### src/rtl/bcd_counter_n.sv
// bcd_counter_n: multi-decade up/down BCD counter with load, wrap/saturate boundaries and 7-segment decode
module bcd_counter_n #(
  parameter int DIGITS = 2,
  parameter int SATURATE = 0
) (
  input  logic                  clk,
  input  logic                  reset,
  input  logic                  en,
  input  logic                  up,
  input  logic                  load,
  input  logic [4*DIGITS-1:0]   load_val,
  output logic [4*DIGITS-1:0]   count,
  output logic [7*DIGITS-1:0]   seg,
  output logic                  tc
);
  logic [DIGITS:0]        cy, bw;
  logic [4*DIGITS-1:0]    inc, dec, lv;
  logic                   bnd;
  function automatic logic [6:0] dec7(input logic [3:0] d);
    case (d)
      4'd0: dec7 = 7'b1111110;
      4'd1: dec7 = 7'b0110000;
      4'd2: dec7 = 7'b1101101;
      4'd3: dec7 = 7'b1111001;
      4'd4: dec7 = 7'b0110011;
      4'd5: dec7 = 7'b1011011;
      4'd6: dec7 = 7'b1011111;
      4'd7: dec7 = 7'b1110000;
      4'd8: dec7 = 7'b1111111;
      default: dec7 = 7'b1111011;
    endcase
  endfunction
  assign cy[0] = 1'b1;
  assign bw[0] = 1'b1;
  for (genvar k = 0; k < DIGITS; k++) begin : g_dig
    logic [3:0] d, l;
    assign d = count[4*k+:4];
    assign l = load_val[4*k+:4];
    assign cy[k+1] = cy[k] & (d == 4'd9);
    assign bw[k+1] = bw[k] & (d == 4'd0);
    assign inc[4*k+:4] = cy[k] ? ((d == 4'd9) ? 4'd0 : d + 4'd1) : d;
    assign dec[4*k+:4] = bw[k] ? ((d == 4'd0) ? 4'd9 : d - 4'd1) : d;
    assign lv[4*k+:4] = (l > 4'd9) ? 4'd9 : l;
    assign seg[7*k+:7] = dec7(d);
  end
  // cy/bw past the top digit are exactly the all-nines / all-zeros conditions
  assign bnd = up ? cy[DIGITS] : bw[DIGITS];
  // count and terminal-count register: reset > load > enabled step > hold
  always_ff @(posedge clk) begin
    if (reset) begin
      count <= '0;
      tc <= 1'b0;
    end else if (load) begin
      count <= lv;
      tc <= 1'b0;
    end else if (en) begin
      count <= (SATURATE != 0 && bnd) ? count : (up ? inc : dec);
      tc <= bnd;
    end else begin
      tc <= 1'b0;
    end
  end
endmodule

### config.mk
export PLATFORM = sky130hd
export DESIGN_NAME = bcd_counter_n
export DESIGN_NICKNAME = d
export VERILOG_FILES = /design/src/rtl/bcd_counter_n.sv
export SDC_FILE = /design/constraint.sdc
export NUM_CORES = 1
export LEC_CHECK = 0
export CAP_MARGIN = 10
export CORE_MARGIN = 2
export CORE_UTILIZATION = 31
export DETAILED_ROUTE_END_ITERATION = 10
export PLACE_DENSITY = 0.55
export SYNTH_ARGS = -nofsm -noshare
export SYNTH_HDL_FRONTEND = slang
export SYNTH_SLANG_ARGS = --single-unit
### constraint.sdc
create_clock -name clk -period 7.85 [get_ports clk]
set_input_delay 1.57 -clock clk [delete_from_list [all_inputs] [get_ports clk]]
set_output_delay 1.57 -clock clk [all_outputs]
set_load 0.01 [all_outputs]
Word level (Yosys, flattened, before mapping):

Memory sizes are Yosys's and may differ from the RTL's. A register that Yosys moved wholly into a read port is not among the register bits.
Cells that the tools add are included.

* latch bits: 0
* bits in writable memories: 0
* ROM bits: 224
* word-level logic and storage cells: 39
* bits in registers: 9
* bits of input ports: 13
* memories kept: 2

Memory list
* (no name shown): words 16, width 7, rd ports 1, clocked after Yosys merged registers in 1, write ports 0, RTL line 20 `case (d)`
* (no name shown): words 16, width 7, rd ports 1, clocked after Yosys merged registers in 1, write ports 0, RTL line 20

* mux-type cells: 16
* eq/ne operators: 3
* add/sub/neg operators: 4
* reductions and logical operators: 6
* bitwise gates (word level): 3
* div/mod/pow operators: 0
* shift-type cells: 0
* $mul: 0
* order comparisons: 2

Operators with widths (number)
* $mux 4: 12
* $mux 8: 3
* $add 4x1->4 const B: 2
* $eq 4x4->1 const B: 2
* $gt 4x4->1 const B: 2
* $logic_not 4->1: 2
* $sub 4x1->4 const B: 2
* $ne 3x1->1 const B: 1
* $reduce_and 3->1: 1
* $reduce_bool 3->1: 1
* $reduce_or 3->1: 1
* $and 1x1->1: 2
* $reduce_bool 2->1: 1
* $mux 1: 1
* $not 1->1: 1

Longest topological paths before layout:

Gate-level depths: netlist of the first run.

* depth in word-level cells: 8
* mapped depth: 11

Worst setup path after synthesis of the first run:

OpenSTA, ideal clock, no wires.

* path type: input to register
* from: in up
* to: reg, netlist name seg[12]
* slack: 4.327 ns
* cell stages on the path: 7
* buffers on the path: 0
* arrival: 3.396 ns
* setup time: 0.127 ns
* cell sequence: or3b_4 -> a21boi_2 -> o211ai_1 -> a221oi_2 -> inv_1 -> ha_1 -> or3_1

* cells in the longest elaborated chain, start to end: 5
* elaborated cells between the ends (all ways): 8

RTL lines
* start: declaration: RTL line 9 `input logic up,`
* $mux 8: RTL line 57 `count <= (SATURATE != 0 && bnd) ? count : (up ? inc : dec);`
* $mux 8: RTL line 56 `end else if (en) begin`
* $mux 8: RTL line 53 `end else if (load) begin`
* $mux 4 (no source line) * (2 in a row)

Mark *: on every way between the ends. The rest lies on a longest branch, timed or not. The select of a mux whose other input is x is not followed.
A chain may end at the register's enable or synchronous reset.

Worst setup path in the final report of the first run:

* from: in up
* to: reg, netlist name seg[12]

* cells in the longest elaborated chain, start to end: 5
* elaborated cells between the ends (all ways): 8

RTL lines (RTL line)
* $mux 8: 57
* $mux 8: 56
* $mux 8: 53
* $mux 4 (no source line) * (2 in a row)

Marked as above.

==> flow_metrics.tcl, run 1 <==
set metrics [dict create \
    ys_seq_area_share_pct 29.49 \
    setup_violations 0 \
    peakVddDrop_mv 0.07606 \
    syn_area_mm2 0.001561 \
    die_w_um 74.97 \
    grt_pass1_vias 1268 \
    hold_path_class "reg -> reg" \
    synth_top_area_share_pct 29.49 \
    grt-ovfl-total 0 \
    worst_clock_skew_ns 0.002828 \
    clock_latency_ns 0.26 \
    cts_buffer_depth 2 \
    drc 0 \
    ys_seq_elements 23 \
    p_int_mw 0.2188 \
    arrival_ns 4.36 \
    antenna_found_initial 0 \
    hold_buffers 0 \
    synth_area_leaders "dfxtp_1, ha_1, inv_1" \
    design.die.area_mm2 0.005621 \
    final_nets 248 \
    grt_max_degree 19 \
    synthMostInstantiatedCell "dfxtp_1" \
    max_freq_mhz 237.3 \
    via_count 1409 \
    drtPass1Iterations 4 \
    via_per_inst 4.944 \
    synthFlopType "dfxtp_1" \
    io_buffers 35 \
    hold_viol_final 0 \
    synth_edf_count 0 \
    maxCapViolations 0 \
    core_area_mm2 0.004786 \
    combPwrFrac_pct 32.4 \
    p_leak_nw 0.8313 \
    yosys_warnings 0 \
    gp_routability_congestion 0.8199 \
    synth_cells 187 \
    synthToLayoutAreaGrowth_pct 28.53 \
    swShare_pct 30.42 \
    synth.distinct_cells 55 \
    initial_utilization_pct 32.63 \
    fp.dieH_um 74.97 \
    post_cts_buffers 0 \
    detail-route-antenna-nets 0 \
    routed_wirelength_mm 3.567 \
    clock-sinks 23 \
    cts_tree "yes" \
    path_class "in -> reg" \
    power_switching_mw 0.09566 \
    p_clk_share_pct 23.4 \
    endpoint_kind "flop" \
    dp_hpwl_mm 2.667 \
    cp_max_fo 15 \
    tns_ns 0 \
    period_needed_ns 4.214 \
    wire_per_inst_um 12.52 \
    power.density_mw_per_mm2 156.7 \
    period_share_pct 53.68 \
    drt_iter0_drc 60 \
    worstSetupStartpointType "input pin" \
    synth_nets 216 \
    clockRootBuffer "clkbuf_8" \
    cts-resized-gates 0 \
    crit_required_ns 8.00 \
    yosysTopAreaCell "dfxtp_1" \
    grt_pass1_wl_mm 6.003 \
    nFillCells 485 \
    outcome "complete, no violations" \
    path_clk_slew_ns 0.08 \
    relSlewSlack_pct 55.77 \
    rows 25 \
    drv_slew 0 \
    syn_area_per_cell_um2 8.350 \
    numCtsBuffers 3 \
    drive_gt1_share_pct 8.257 \
    worst_pin_slew_ns 0.6635 \
    seq_power_share_pct 44.2 \
    whs_ns 0.7497 \
    rsz0062_at_grt "no" \
    ys_top_cells_by_count "dfxtp_1, inv_1, ha_1" \
    grt_use_total_pct 13.67 \
    async_reset_ff_share_pct 0 \
    num_antenna_cells 0 \
    htreeDepth 1 \
    io_pins 36 \
]
-- layout make-up --
| cell class | count | area (um^2) | area share [%] |
|---|---|---|---|
| tap | 67 | 83.83 | 4.177 |
| timing repair buffer | 36 | 357.8 | 17.83 |
| clock buffer | 4 | 45.04 | 2.244 |
| multi-input combinational | 136 | 988.4 | 49.25 |
| sequential | 23 | 460.4 | 22.94 |
| inverter | 19 | 71.32 | 3.554 |
-- routing by layer --
layer | track usage, % | vias to the layer above | share of wire, %
met5 | 0 | - | 0
met1 | 19.39 | 650 | 50
met2 | 22.22 | 41 | 45
met4 | 1.190 | 0 | 0.36
li1 | - | 716 | -
met3 | 2.945 | 2 | 5.1
-- power groups by stage --
| stage | logic (mW) | clock network (mW) | registers (mW) |
|---|---|---|---|
| 2_1_floorplan | 0.0583 | 0 | 0.143 |
| 3_3_place_gp | 0.103 | 0 | 0.142 |
| 3_5_place_dp | 0.102 | 0 | 0.142 |
| 4_1_cts | 0.103 | 0.0769 | 0.139 |
| 5_1_grt | 0.114 | 0.0800 | 0.141 |
| 6_report | 0.102 | 0.0736 | 0.139 |
-- sequential cells by signal, indices dropped and copies added, names as in the netlist --
name   cells
count      8
seg       14
tc         1
-- worst max-delay path, cell delays in order --
cell and delay (ns):
clkdlybuf4s50_1 0.69, or3b_4 0.52, a21boi_2 0.21, o211ai_1 0.15, a221oi_2 0.38, inv_1 0.15
ha_1 0.32, or3_1 0.36
-- cells in the final DEF (no fill, tap or decap), drive strengths merged, types with 2 or more instances in the layout --
master,count
clkdlybuf4s50,35
dfxtp,23
inv,19
ha,16
nand2,14
nor2,14
nand2b,8
a21oi,8
o21ai,8
nand3,5
nor2b,5
or2,4
clkbuf,4
xnor2,3
nor3,3
mux2i,3
a211oi,3
a211o,2
a31oi,2
o211ai,2
a32o,2
o21a,2
o21bai,2
o311ai,2
nor4b,2
or3b,2
a221oi,2
and3,2
-- logic make-up after synthesis --
group / after synthesis / synth area share [%]
compound gates: 47 / 23.16
xor+xnor: 4 / 2.244
fa+ha+maj: 16 / 12.82
buf+inv: 28 / 7.211
flops: 23 / 29.49
mux: 4 / 2.644
simple gates: 65 / 22.44
-- stage by stage --
step / power [mW] / util (%) / area (um^2) / instances / worst slack, ns
5_1_grt: 0.3346 / 41.93 / 2007 / 285 / 3.449
4_1_cts: 0.3187 / 41.93 / 2007 / 285 / 3.626
3_5_place_dp: 0.2433 / 40.99 / 1962 / 281 / 3.342
6_report: 0.3144 / 41.93 / 2007 / 285 / 3.636
2_1_floorplan: 0.2015 / - / 1562 / 187 / 4.327
3_3_place_gp: 0.2444 / 40.99 / 1962 / 281 / 3.417
-- worst paths after layout --
path / end / startpoint / depth (start not counted) / slack, ns
setup / recovery: seg[12] / up / 8 / 3.64
setup reg to reg: seg[12] / count[0] / 9 / 5.01
hold reg to reg: count[5] / count[5] / 2 / 0.75
hold / removal: count[5] / count[5] / 2 / 0.75
Power figures use the tool's default switching activity.
==> run 2, diff against run 1 <==
==> constraint.sdc (replaced) <==
create_clock -name clk -period 4.3 [get_ports clk]
set_input_delay 0.86 -clock clk [delete_from_list [all_inputs] [get_ports clk]]
set_output_delay 0.86 -clock clk [all_outputs]
set_load 0.01 [all_outputs]
==> run 2 against run 1 <==
  * Utilization is 0.31 points higher
  * Worst hold slack better by 0.010 ns
  * Non-clock buffer count is 2 higher
  * Final cell count is 0.70% higher
  * Power is 84% higher
  * Highest routed layer unchanged
==> flow_metrics.tcl, run 2 (same netlist as run 1, synthesis figures left out) <==
set metrics [dict create \
    outcome "complete, no violations" \
    grt_pass1_vias 1319 \
    cts_buffer_depth 2 \
    num_antenna_cells 0 \
    routed_wirelength_mm 3.681 \
    gp_routability_congestion 0.7881 \
    htreeDepth 1 \
    clock_latency_ns 0.26 \
    dp_cells 283 \
    io_buffers 35 \
    crit_chain "clkdlybuf4s50_1 > buf_4 > nand3_1 > a21boi_2 > o211ai_1 > a221oi_2 > inv_1 > ha_1 > or3_1" \
    hp-start "count[5]" \
    synthToLayoutAreaGrowth_pct 29.49 \
    antenna_found_initial 0 \
    post_cts_buffers 0 \
    cpMaxStageDelayCell "clkdlybuf4s50_1" \
    drt_iter0_drc 49 \
    period_share_pct 77.20 \
    drv_slew 0 \
    grt_max_degree 19 \
    holdPathEnd "count[5]" \
    cts-resized-gates 0 \
    place_area_mm2 0.001977 \
    dp_slack_ns 0.7062 \
    drtPass1Iterations 4 \
    io_pins 36 \
    clockRootBuffer "clkbuf_8" \
    worst_pin_slew_ns 0.6358 \
    min_delay_path_depth 2 \
    stdcell_count 287 \
    worst_clock_skew_ns 0.001950 \
    cts_tree "yes" \
    endpoint_kind "flop" \
    crit_required_ns 4.45 \
    final_nets 250 \
    clock-sinks 23 \
    wire_per_inst_um 12.83 \
    period_needed_ns 3.319 \
    grt_use_total_pct 13.49 \
    maxCapViolations 0 \
    cp_top_family "buffers and inverters" \
    utilization_pct 42.25 \
    hold_path_class "reg -> reg" \
    path_class "in -> reg" \
    peakVddDrop_mv 0.1258 \
    drc 0 \
    hold_buffers 0 \
    rows 25 \
    setup_violations 0 \
    hold_viol_final 0 \
    final_cell_mix "clkdlybuf4s50_1, dfxtp_1, inv_1" \
    drive_gt1_share_pct 9.091 \
    die_w_um 74.97 \
    initial_utilization_pct 32.63 \
    cp_max_fo 9 \
    via_count 1392 \
    dp_hpwl_mm 2.761 \
    critical_path_depth 9 \
    p_total_mw 0.5785 \
    tns_ns 0 \
    largest_reg_flops 14 \
    core_area_mm2 0.004786 \
    reg2reg_from "count[1]" \
    arrival_ns 3.47 \
    setup_ws_ns 0.9805 \
    cp_num_buf_inv 3 \
    whs_ns 0.7600 \
    p_leak_nw 0.8409 \
    max_freq_mhz 301.3 \
    via_per_inst 4.850 \
    final_common_cell "clkdlybuf4s50_1" \
    cp_slowest_stage_delay_ns 0.65 \
    rrSetupSlack_ns 1.46 \
    path_clk_slew_ns 0.08 \
    rsz0062_at_grt "no" \
    grt_pass1_wl_mm 5.837 \
    grt-ovfl-total 0 \
    reg2reg_to "seg[12]" \
    detail-route-antenna-nets 0 \
    reg2reg_depth 9 \
    power.density_mw_per_mm2 286.1 \
    worstSetupStartpointType "input pin" \
    design.die.area_mm2 0.005621 \
    fp.dieH_um 74.97 \
    relSlewSlack_pct 57.62 \
    numCtsBuffers 3 \
    design_area_mm2 0.002022 \
]
## run 2: changes by cell type in the layout (fill, tap and decap cells not counted), sizes merged
cell  before  now
buf        1    3
## run 2: worst register-to-register path, cell delays in order, from the launching register on
cell,delay (ns)
dfxtp_1,0.37
inv_1,0.11
ha_1,0.24
or3b_4,0.42
a21boi_2,0.21
o211ai_1,0.16
a221oi_2,0.38
inv_1,0.15
ha_1,0.32
or3_1,0.37
## run 2: metal layers
metal	GRT usage, %	routed length [um]
met3	2.677	158
met5	0	0
met1	17.88	1869
met2	21.83	1610
met4	4.762	42
## run 2: worst max-delay path by stage
stage / start / end / slack (ns)
after floorplan: up / seg[12] / 1.49
after global placement: up / seg[12] / 0.74
after detailed placement: up / seg[12] / 0.71
after CTS: up / seg[12] / 1.0
after global routing: up / seg[12] / 0.74
final: up / seg[12] / 0.98
## run 2: cell type report
cell class              instances  area, um^2
fillers                       487        2764
multi-input cells             136       988.4
flip-flops and latches         23       460.4
repair buffers                 38       372.9
well taps                      67       83.83
inverters                      19       71.32
clock buffers                   4       45.04
## run 2: where the power goes
group / leakage, nW / internal, mW / switching [mW] / total [mW]
sequential: 0.191 / 0.235 / 0.0187 / 0.253
combinational: 0.627 / 0.0998 / 0.0881 / 0.188
clock: 0.0228 / 0.0662 / 0.0710 / 0.137
